--- config.mk ---
export PLATFORM = sky130hd
export DESIGN_NAME = ahblsram_ahb_slave_if
export DESIGN_NICKNAME = d
export VERILOG_FILES = /design/src/rtl/ahblsram_ahb_slave_if.sv
export SDC_FILE = /design/constraint.sdc
export NUM_CORES = 1
export LEC_CHECK = 0
export ABC_CLOCK_PERIOD_IN_PS = 1800
export BUFFER_PORTS_ARGS = -buffer_cell sky130_fd_sc_hd__buf_2
export CAP_MARGIN = 20
export CORE_ASPECT_RATIO = 0.7
export CORE_MARGIN = 2
export CORE_UTILIZATION = 40
export DETAILED_ROUTE_END_ITERATION = 6
export PLACE_DENSITY = 0.78
export SLEW_MARGIN = 5
export SYNTH_ARGS = -nofsm -noshare
export SYNTH_HDL_FRONTEND = slang
export SYNTH_SLANG_ARGS = --single-unit
--- constraint.sdc ---
create_clock -name HCLK -period 1.8 [get_ports HCLK]
set_input_delay 0.09 -clock HCLK [delete_from_list [all_inputs] [get_ports HCLK]]
set_output_delay 0.09 -clock HCLK [all_outputs]
set_load 0.005 [all_outputs]
--- src/rtl/ahblsram_ahb_slave_if.sv ---
// AHB-Lite slave front end for the embedded SRAM: decodes bus transfers, issues
// one-cycle SRAM requests, inserts wait states and reports range/alignment errors.
module ahblsram_ahb_slave_if #(
    parameter int AHB_DWIDTH     = 32,
    parameter int MEM_SIZE_BYTES = 2048
) (
    input  logic                  HCLK,
    input  logic                  aresetn,
    input  logic                  HSEL,
    input  logic [19:0]           HADDR,
    input  logic [1:0]            HTRANS,
    input  logic                  HWRITE,
    input  logic [2:0]            HSIZE,
    input  logic [2:0]            HBURST,
    input  logic [AHB_DWIDTH-1:0] HWDATA,
    input  logic                  HREADYIN,
    output logic                  HREADYOUT,
    output logic                  HRESP,
    output logic [AHB_DWIDTH-1:0] HRDATA,
    output logic                  ahbsram_req,
    output logic                  ahbsram_write,
    output logic [2:0]            ahbsram_size,
    output logic [19:0]           ahbsram_addr,
    output logic [AHB_DWIDTH-1:0] ahbsram_wdata,
    input  logic                  sramahb_ack,
    input  logic [AHB_DWIDTH-1:0] sramahb_rdata,
    input  logic                  BUSY
);

    typedef enum logic [2:0] {
        S_IDLE,
        S_BWAIT,
        S_REQ,
        S_WAIT,
        S_RESP,
        S_ERR1,
        S_ERR2
    } state_t;

    localparam logic [31:0] MEM_LIMIT = MEM_SIZE_BYTES;

    state_t                  state;
    state_t                  state_nxt;
    logic                    accept;
    logic                    valid;
    logic                    range_err;
    logic                    align_err;
    logic                    size_err;
    logic                    xfer_err;
    logic [31:0]             haddr_ext;
    logic                    write_r;
    logic [2:0]              size_r;
    logic [19:0]             addr_r;
    logic [AHB_DWIDTH-1:0]   rdata_r;
    logic                    unused_inputs;

    // Bursts are handled beat by beat; only HTRANS[1] distinguishes NONSEQ/SEQ.
    assign unused_inputs = ^{HBURST, HTRANS[0]};

    assign haddr_ext = {12'b0, HADDR};

    always_comb begin
        accept    = (state == S_IDLE) || (state == S_RESP) || (state == S_ERR2);
        valid     = HSEL & HREADYIN & HTRANS[1] & accept;
        range_err = (haddr_ext >= MEM_LIMIT);
        size_err  = (HSIZE > 3'b010);
        align_err = ((HSIZE == 3'b001) && HADDR[0]) ||
                    ((HSIZE == 3'b010) && (HADDR[1:0] != 2'b00));
        xfer_err  = range_err | size_err | align_err;
    end

    always_comb begin
        state_nxt = state;
        case (state)
            S_IDLE, S_RESP, S_ERR2: begin
                if (!valid)        state_nxt = S_IDLE;
                else if (xfer_err) state_nxt = S_ERR1;
                else if (BUSY)     state_nxt = S_BWAIT;
                else               state_nxt = S_REQ;
            end
            S_BWAIT: if (!BUSY) state_nxt = S_REQ;
            S_REQ:   state_nxt = S_WAIT;
            // BUSY is deliberately ignored here: an issued request always completes.
            S_WAIT:  if (sramahb_ack) state_nxt = S_RESP;
            S_ERR1:  state_nxt = S_ERR2;
            default: state_nxt = S_IDLE;
        endcase
    end

    always_ff @(posedge HCLK or negedge aresetn) begin
        if (!aresetn) begin
            state   <= S_IDLE;
            write_r <= 1'b0;
            size_r  <= '0;
            addr_r  <= '0;
            rdata_r <= '0;
        end else begin
            state <= state_nxt;
            if (valid) begin
                write_r <= HWRITE;
                size_r  <= HSIZE;
                addr_r  <= HADDR;
            end
            if ((state == S_RESP) && !write_r)
                rdata_r <= sramahb_rdata;
        end
    end

    always_comb begin
        HREADYOUT     = accept;
        HRESP         = (state == S_ERR1) || (state == S_ERR2);
        ahbsram_req   = (state == S_REQ);
        ahbsram_write = write_r;
        ahbsram_size  = size_r;
        ahbsram_addr  = addr_r;
        ahbsram_wdata = (state == S_REQ) ? HWDATA : '0;
        // Read data arrives in RESP itself, so it is muxed through live and then held.
        HRDATA        = ((state == S_RESP) && !write_r) ? sramahb_rdata : rdata_r;
    end

endmodule

# Yosys cells after proc, flatten, opt, wreduce, memory -nomap -nowiden
# Cells that the tools add are included.
dict set report op_classes {
  magnitude_cmp 2
  eq_ne 10
  mux 8
  bitwise_logic 5
  n_reduce_logical 12
}
# cell n
set ops {}
lappend ops {{$mux 32} 2}
lappend ops {{$ge 20x12->1 const B} 1}
lappend ops {{$pmux 3 s5} 1}
lappend ops {{$mux 3} 4}
lappend ops {{$eq 3x2->1 const B} 3}
lappend ops {{$eq 3x3->1 const B} 3}
lappend ops {{$eq 3x1->1 const B} 2}
lappend ops {{$logic_or 1x1->1} 4}
lappend ops {{$ne 2x2->1 const B} 2}
lappend ops {{$and 1x1->1} 3}
lappend ops {{$gt 3x2->1 const B} 1}
lappend ops {{$logic_and 1x1->1} 3}
lappend ops {{$logic_not 3->1} 1}
lappend ops {{$reduce_or 3->1} 1}
lappend ops {{$mux 2} 1}
lappend ops {{$or 1x1->1} 2}
lappend ops {{$reduce_and 2->1} 1}
lappend ops {{$reduce_bool 2->1} 1}
lappend ops {{$logic_not 1->1} 1}
dict set report word_totals {
  regBits 59
  input_bits 99
  wordCells 42
}

# Depth between registers and ports, before layout
# Gate-level depths: netlist (run 1).
dict set report logic_depth {
  word_depth 7
  depth_mapped 5
}

# Worst setup path before layout (run 1)
# Ideal clock, no wire load.
dict set report synth_path {
  path_kind {register to register}
  from {register state[0]}
  to {register rdata_r[30]}
  arrival_time_ps 1481
  slack_ps 180
  stages_incl_launch_ff 5
  path_buffers 2
  path_cell_list {dfrtp_1 -> buf_2 -> nor4b_4 -> buf_6 -> mux2_1}
}
dict set report synth_via {
  elab_chain_len 3
}
# item line
set synth_rtl {}
lappend synth_rtl {{start: declaration} 42} ;# state_t state;
lappend synth_rtl {{start signal: assignment} 98} ;# state <= state_nxt;
lappend synth_rtl {{$eq 3x3->1} n/a}
lappend synth_rtl {{$logic_and 1x1->1} n/a}
lappend synth_rtl {{$mux 32} n/a}
lappend synth_rtl {{net HRDATA[30]} 19} ;# output logic [AHB_DWIDTH-1:0] HRDATA,
lappend synth_rtl {{end signal: assignment} 105} ;# rdata_r <= sramahb_rdata;
lappend synth_rtl {{end: declaration} 54} ;# logic [AHB_DWIDTH-1:0] rdata_r;
# The timed path passes the listed nets, and every way through them passes these cells.
# A chain may end at the register's enable or synchronous reset.

# Worst setup path after layout (run 1)
dict set report layout_path {
  from {register state[1]}
  to {output HRDATA[7]}
}
dict set report layout_via {
  elab_chain_len 3
}
# item line
set layout_rtl {}
lappend layout_rtl {{$eq 3x3->1} 118} ;# HRDATA = ((state == S_RESP) && !write_r) ? sramahb_rdata : rdata_r;
lappend layout_rtl {{$logic_and 1x1->1} 118}
lappend layout_rtl {{$mux 32} 118}
lappend layout_rtl {{end: declaration} 19}
# Every way passes these cells.

==> qor.csv, run 1 <==
stage,metric,value,unit
worst_setup_path,critical_path.slowest_cell,dfrtp_2,
synth,yosysMostFrequentCell,dfrtp_1,
drt,drc,0,
grt,grt_antenna_before_repair,0,
sta,max_slew_margin,69.2,%
sta,skew,0.0132,ns
place,gp_congestion,0.744,
sta,setup_ws,-0.154,ns
drt,first_pass_iters,4,
place,preCtsSetupSlack,0.167,ns
sta,worst_pin_slew,0.461,ns
finish,fin_area,4620,um^2
status,violations,negative setup slack,
status,status,"complete, but fails checks",
die,num_rows,24,
synth,synth-seq-cells,59,
drt,drt_iter0_markers,73,
synth,synth.area.top_cells,"dfrtp_1 (57%), mux2_2 (23%), and2_1 (7.9%)",
die,pin_count,190,
synth,ys_warn_count,0,
hold_path,worstHoldPathType,in2reg,
synth,ys_seq_area_share,56.7,%
worst_setup_path,crit_path_end_kind,output port,
grt,grt-ovfl-total,0,
finish,antenna_cells,0,
synth,yosys.area.top_type,dfrtp_1,
die,design.core.area,6250,um^2
drt,wl,8.30,mm
finish,area_delta_synth_final,77.4,%
place,port_buffers,185,
synth,syn_area,2600,um^2
place,post-dp-hpwl,5.10,mm
clock_tree,cts_tree,yes,
finish,final_nets,533,
finish,finish.utilization,73.9,%
worst_setup_path,slowest_delay,0.43,ns
clock_tree,cts_sinks,59,
synth,synth_top_area_share,56.7,%
synth,synth-main-ff-cell,dfrtp_1,
sta,post-route-min-period,1.95,ns
clock_tree,cts_inserted_buffers,9,
die,start_util,41.7,%
synth,ys_async_sr_fraction,100,%
drt,wl_per_cell,16.1,um
finish,instances_no_fill,516,
clock_tree,worstSkewPairLatency,0.33,ns
sta,drv_slew,0,
sta,setup_tns,-3.43,ns
finish,drive_above_1_share,63.7,%
grt,track_usage,21.4,%
grt,grt_pass1_wl,11.6,mm
power,leakage,2.40,nW
synth,syn_inst,189,
finish,fillCellCount,441,
place,dpl.cell_count,450,
synth,synth_commonest_cells,"dfrtp_1 (59), mux2_2 (54), and2_1 (33)",
die,die_h,71.5,um
worst_setup_path,r2r_start,state[1],
clock_tree,clockBufferDepth,2,
power,p_total,7.11,mW
sta,fin_hold_ws,0.0266,ns
drt,drtAntennaViolNets,0,
worst_setup_path,crit_required,1.71,ns
synth,yosysUniqueCellTypes,26,
job,maxCapViolCount,0,
clock_tree,htree_levels,3,
grt,grt_max_degree,34,
clock_tree,clk_pin_slew,0.07,ns
die,dieWidth,100,um
place,dpl-instance-area,3630,um^2
sta,finalSetupViolCount,32,
sta,finalCritPeriodShare,109,%
power,power.density,1540,nW/um^2
drt,via_per_inst,4.67,
clock_tree,clockRootBuffer,clkbuf_8,
grt,grt_pass1_vias,2428,
synth,synth-edff-count,0,
worst_setup_path,crit_arrival,1.86,ns
worst_setup_path,path_class,reg2out,
drt,vias,2410,
synth,synth_area_per_cell,13.8,um^2
power,peakVddDrop,1.02,mV
hold_path,hp-start,sramahb_rdata[16],
worst_setup_path,crit_fanout,8,
worst_setup_path,cp-startpoint,state[1],
sta,rsz0062_at_grt,true,
die,dieArea,7180,um^2
worst_setup_path,worstPathCellList,nor4b_4 -> buf_6 -> buf_12 -> mux2_2 -> buf_2,
sta,hold_violations,0,
sta,fmax,0.512,GHz
synth,syn_nets,288,
worst_setup_path,cp-start-kind,register,
-- layout make-up --
| type | instances | area [um^2] | area share (%) |
|---|---|---|---|
| clock buffer | 13 | 169 | 3.66 |
| clock inverter | 2 | 10.0 | 0.217 |
| inverter | 3 | 11.3 | 0.244 |
| multi-input combinational | 118 | 1140 | 24.7 |
| sequential | 59 | 1480 | 32.0 |
| tap | 78 | 97.6 | 2.11 |
| timing repair buffer | 243 | 1710 | 37.1 |
-- report_power, final --
part / switching, mW / internal, mW
sequential: 0.290 / 1.99
clock: 0.490 / 0.601
combinational: 1.40 / 2.34
total: 2.18 / 4.93
-- worst paths after layout --
kind	to	slack [ns]	cells past startpoint
worst min-delay path	rdata_r[16]	0.03	2
worst max-delay path	HRDATA[7]	-0.15	5
worst max register to register	ahbsram_addr[4]	0.04	6
worst min register to register	rdata_r[30]	0.50	1
max in group asynchronous	rdata_r[6]	0.81	3
min in group asynchronous	ahbsram_addr[7]	0.27	2
-- flip-flops by register name (all words and copies together) (netlist names) --
signal         cells
ahbsram_size       3
ahbsram_addr      20
ahbsram_write      1
rdata_r           32
state              3
-- cells by family after synthesis --
group	synth area share [%]
compound gates	2.50
xor+xnor	0.336
buf+inv	3.27
flops	56.7
mux	24.2
simple gates	13.0
-- worst max-delay path, delay by kind of cell, from the launching register on --
family	cells	cell delay, ns
multiplexers	1	0.37
buffers and inverters	3	0.47
AND/OR/NAND/NOR	1	0.27
flip-flops	1	0.43
-- routing by layer --
metal,up-vias,wire length [um],track usage [%]
met5,-,0,0
met4,0,114,5.18
met3,10,608,8.68
met2,117,4470,39.7
met1,1146,3110,22.7
li1,1137,-,-
-- what timing repair did --
action,CTS,global route
resized for setup,20,38
hold buffers,37,2
endpoints found under the hold margin,55,2
pin swaps,1,1
cloned,1,2
endpoints found under the setup margin,64,42
buffers inserted,3,6
-- placed cells by master (no fill, tap or decap), drive strengths merged --
master       synthesis  routed
buf                  7     202
dfrtp               59      59
mux2                56      56
dlygate4sd3          0      39
and2                33      33
clkbuf               2      15
o21ai                6       6
nor2                 3       3
inv                  3       3
nor3                 3       3
nand3                2       2
nand2b               2       2
nor4                 2       2
nand2                2       2
clkinv               0       2
nor2b                2       2
and2b                1       1
nor4b                1       1
xor2                 1       1
a21oi                1       1
a22oi                1       1
a21o                 1       1
o221ai               1       1
(Power assumes the default switching activity.)
==> inputs of run 2 (changes only) <==
--- a/config.mk
+++ b/config.mk
@@ -8,11 +8,13 @@
 export ABC_CLOCK_PERIOD_IN_PS = 1800
 export BUFFER_PORTS_ARGS = -buffer_cell sky130_fd_sc_hd__buf_2
 export CAP_MARGIN = 20
+export CELL_PAD_IN_SITES_DETAIL_PLACEMENT = 0
+export CELL_PAD_IN_SITES_GLOBAL_PLACEMENT = 1
 export CORE_ASPECT_RATIO = 0.7
 export CORE_MARGIN = 2
-export CORE_UTILIZATION = 40
+export CORE_UTILIZATION = 30
 export DETAILED_ROUTE_END_ITERATION = 6
-export PLACE_DENSITY = 0.78
+export PLACE_DENSITY = 0.8
 export SLEW_MARGIN = 5
 export SYNTH_ARGS = -nofsm -noshare
 export SYNTH_HDL_FRONTEND = slang
==> run 2 against run 1 <==
The flow still finishes with violations (negative setup slack). Combinational power up 3%. Clock skew shrank 0.0087 ns. Register-to-register slack improved by 0.12 ns. Critical path type unchanged. Highest routed layer unchanged.
==> qor.csv, run 2 (synthesized netlist as in run 1, its figures left out) <==
stage,metric,value,unit,change
drt,via_per_inst,4.28,,was 4.67
clock_tree,cts_inserted_buffers,9,,unchanged
power,power.density,1690,nW/um^2,was 1540 nW/um^2
sta,finalSetupViolCount,32,,unchanged
finish,antenna_cells,0,,unchanged
sta,setup_ws,-0.119,ns,was -0.154 ns
drt,wl_per_cell,14.2,um,was 16.1 um
die,pin_count,190,,unchanged
clock_tree,clk_pin_slew,0.05,ns,was 0.07 ns
grt,grt_antenna_before_repair,0,,unchanged
finish,fin_area,4550,um^2,was 4620 um^2
sta,finalCritPeriodShare,107,%,was 109%
sta,drv_slew,0,,unchanged
sta,max_slew_margin,78.2,%,was 69.2%
finish,area_delta_synth_final,74.8,%,was 77.4%
drt,vias,2283,,"was 2,410"
finish,finish.utilization,53.9,%,was 73.9%
finish,final_nets,509,,was 533
grt,use_met1,15.3,%,was 22.7%
finish,regArea,1480,um^2,unchanged
grt,met2_usage,24.1,%,was 39.7%
finish,largest_reg_flops,32,,unchanged
grt,grtUsageMet3,6.35,%,was 8.68%
place,preCtsSetupSlack,0.222,ns,was 0.167 ns
drt,first_pass_iters,4,,unchanged
sta,post-route-min-period,1.92,ns,was 1.95 ns
worst_setup_path,crit_required,1.71,ns,about the same
finish,layout_commonest_cell,buf_2,,unchanged
worst_setup_path,critical_path.slowest_cell,dfrtp_2,,unchanged
status,violations,negative setup slack,,unchanged
place,gp_congestion,0.735,,was 0.744
place,dpl-instance-area,3700,um^2,was 3630 um^2
die,start_util,30.8,%,was 41.7%
finish,multi_input_area,1150,um^2,was 1140 um^2
drt,wl,7.56,mm,was 8.30 mm
hold_path,worstHoldPathType,in2reg,,unchanged
worst_setup_path,slowest_delay,0.43,ns,about the same
clock_tree,clockRootBuffer,clkbuf_16,,was clkbuf_8
worst_setup_path,cp-start-kind,register,,unchanged
grt,grt-ovfl-total,0,,unchanged
power,peakVddDrop,0.793,mV,was 1.02 mV
worst_setup_path,path_class,reg2out,,unchanged
grt,track_usage,13.9,%,was 21.4%
grt,grt_pass1_vias,2121,,"was 2,428"
drt,drtAntennaViolNets,0,,unchanged
power,leakage,2.37,nW,was 2.40 nW
grt,grt_max_degree,60,,was 34
worst_setup_path,crit_fanout,8,,unchanged
die,design.core.area,8440,um^2,was 6250 um^2
place,port_buffers,185,,unchanged
die,dieWidth,115,um,was 100 um
die,dieArea,9450,um^2,was 7180 um^2
finish,final_cell_mix,"buf_2 (156), dfrtp_1 (58), and2_1 (33), buf_6 (30), mux2_4 (29)",,"was buf_2 (159), dfrtp_1 (58), dlygate4sd3_1 (39), and2_1 (33), mux2_2 (30)"
finish,top_register,rdata_r,,unchanged
sta,rsz0062_at_grt,true,,unchanged
sta,hold_violations,0,,unchanged
clock_tree,worstSkewPairLatency,0.32,ns,was 0.33 ns
worst_setup_path,critical-path-top-delay-family,buffers and inverters,,unchanged
worst_setup_path,crit_arrival,1.83,ns,was 1.86 ns
sta,skew,0.00448,ns,was 0.0132 ns
clock_tree,cts_sinks,59,,unchanged
place,post-dp-hpwl,5.01,mm,was 5.10 mm
grt,busiest_layer,met2,,unchanged
worst_setup_path,crit_path_end_kind,output port,,unchanged
job,maxCapViolCount,0,,unchanged
clock_tree,htree_levels,3,,unchanged
die,num_rows,28,,was 24
clock_tree,clockBufferDepth,2,,unchanged
worst_setup_path,worstPathCellList,nor4b_4 -> buf_6 -> buf_12 -> mux2_2 -> buf_2,,unchanged
sta,fmax,0.521,GHz,was 0.512 GHz
clock_tree,cts_tree,yes,,unchanged
worst_setup_path,critPathBufInv,3,,unchanged
sta,worst_pin_slew,0.327,ns,was 0.461 ns
finish,drive_above_1_share,68.8,%,was 63.7%
die,die_h,81.9,um,was 71.5 um
finish,fillCellCount,732,,was 441
grt,grt_pass1_wl,10.1,mm,was 11.6 mm
status,status,"complete, but fails checks",,unchanged
drt,drc,0,,unchanged
drt,drt_iter0_markers,41,,was 73
==> run 2: cell types whose count changed in the layout (fill, tap and decap cells not counted), sizes merged <==
cell / delta
buf: +6
dlygate4sd3: -30
==> run 2: layout make-up <==
class | count | area share, %
clock inverter | 2 | 0.220
sequential | 59 | 32.5
multi-input combinational | 118 | 25.3
clock buffer | 13 | 5.94
inverter | 3 | 0.247
tap | 120 | 3.30
timing repair buffer | 219 | 32.5
==> run 2: report_power, final <==
part / leakage, nW / switching (mW) / internal, mW
Clock: 0.141 / 0.531 / 1.03
Sequential: 0.715 / 0.276 / 1.99
Combinational: 1.51 / 1.40 / 2.46
==> run 2: per-layer routing <==
| metal | vias to the layer above | wire length (um) |
|---|---|---|
| li1 | 1090 | - |
| met1 | 1093 | 3090 |
| met2 | 94 | 3810 |
| met3 | 6 | 603 |
| met4 | 0 | 61 |
| met5 | - | 0 |
==> run 2: worst paths after layout <==
check | end | startpoint | slack (ns) | depth (start not counted)
hold / removal | ahbsram_addr[3] | HADDR[3] | 0.02 | 2
max in group asynchronous | ahbsram_write | aresetn | 1.20 | 3
min in group asynchronous | rdata_r[25] | aresetn | 0.29 | 3
setup / recovery | HRDATA[31] | ahbsram_write | -0.12 | 5
hold reg to reg | rdata_r[31] | rdata_r[31] | 0.49 | 1
setup reg to reg | rdata_r[1] | ahbsram_write | 0.16 | 5
==> run 2: what timing repair did <==
item                                    4_1_cts  5_1_grt
gates cloned                                  0        3
setup buffers                                 0       15
endpoints found under the setup margin       40       64
endpoints found under the hold margin        67        0
hold buffers                                  9        0
resized for setup                             1       64
pin swaps                                     0        1
==> run 2: stage by stage <==
stage | setup TNS (ns) | power (mW) | cells | hold slack, ns
after global placement | 0 | 4.87 | 492 | 0.115
after floorplan | 0 | 3.64 | 189 | -0.206
after global routing | -5.91 | 8.22 | 534 | 0.00655
final | -3.13 | 7.69 | 534 | 0.0181
after detailed placement | 0 | 4.97 | 492 | 0.122
after CTS | -3.63 | 6.62 | 516 | 0.000113
==> run 2: worst reg2reg max path: cells and delay by family, from the launching register on <==
family                 cells  cell delay (ns)
buffers and inverters      3             0.50
muxes                      1             0.32
DFF                        1             0.43
and+or+nand+nor            1             0.28
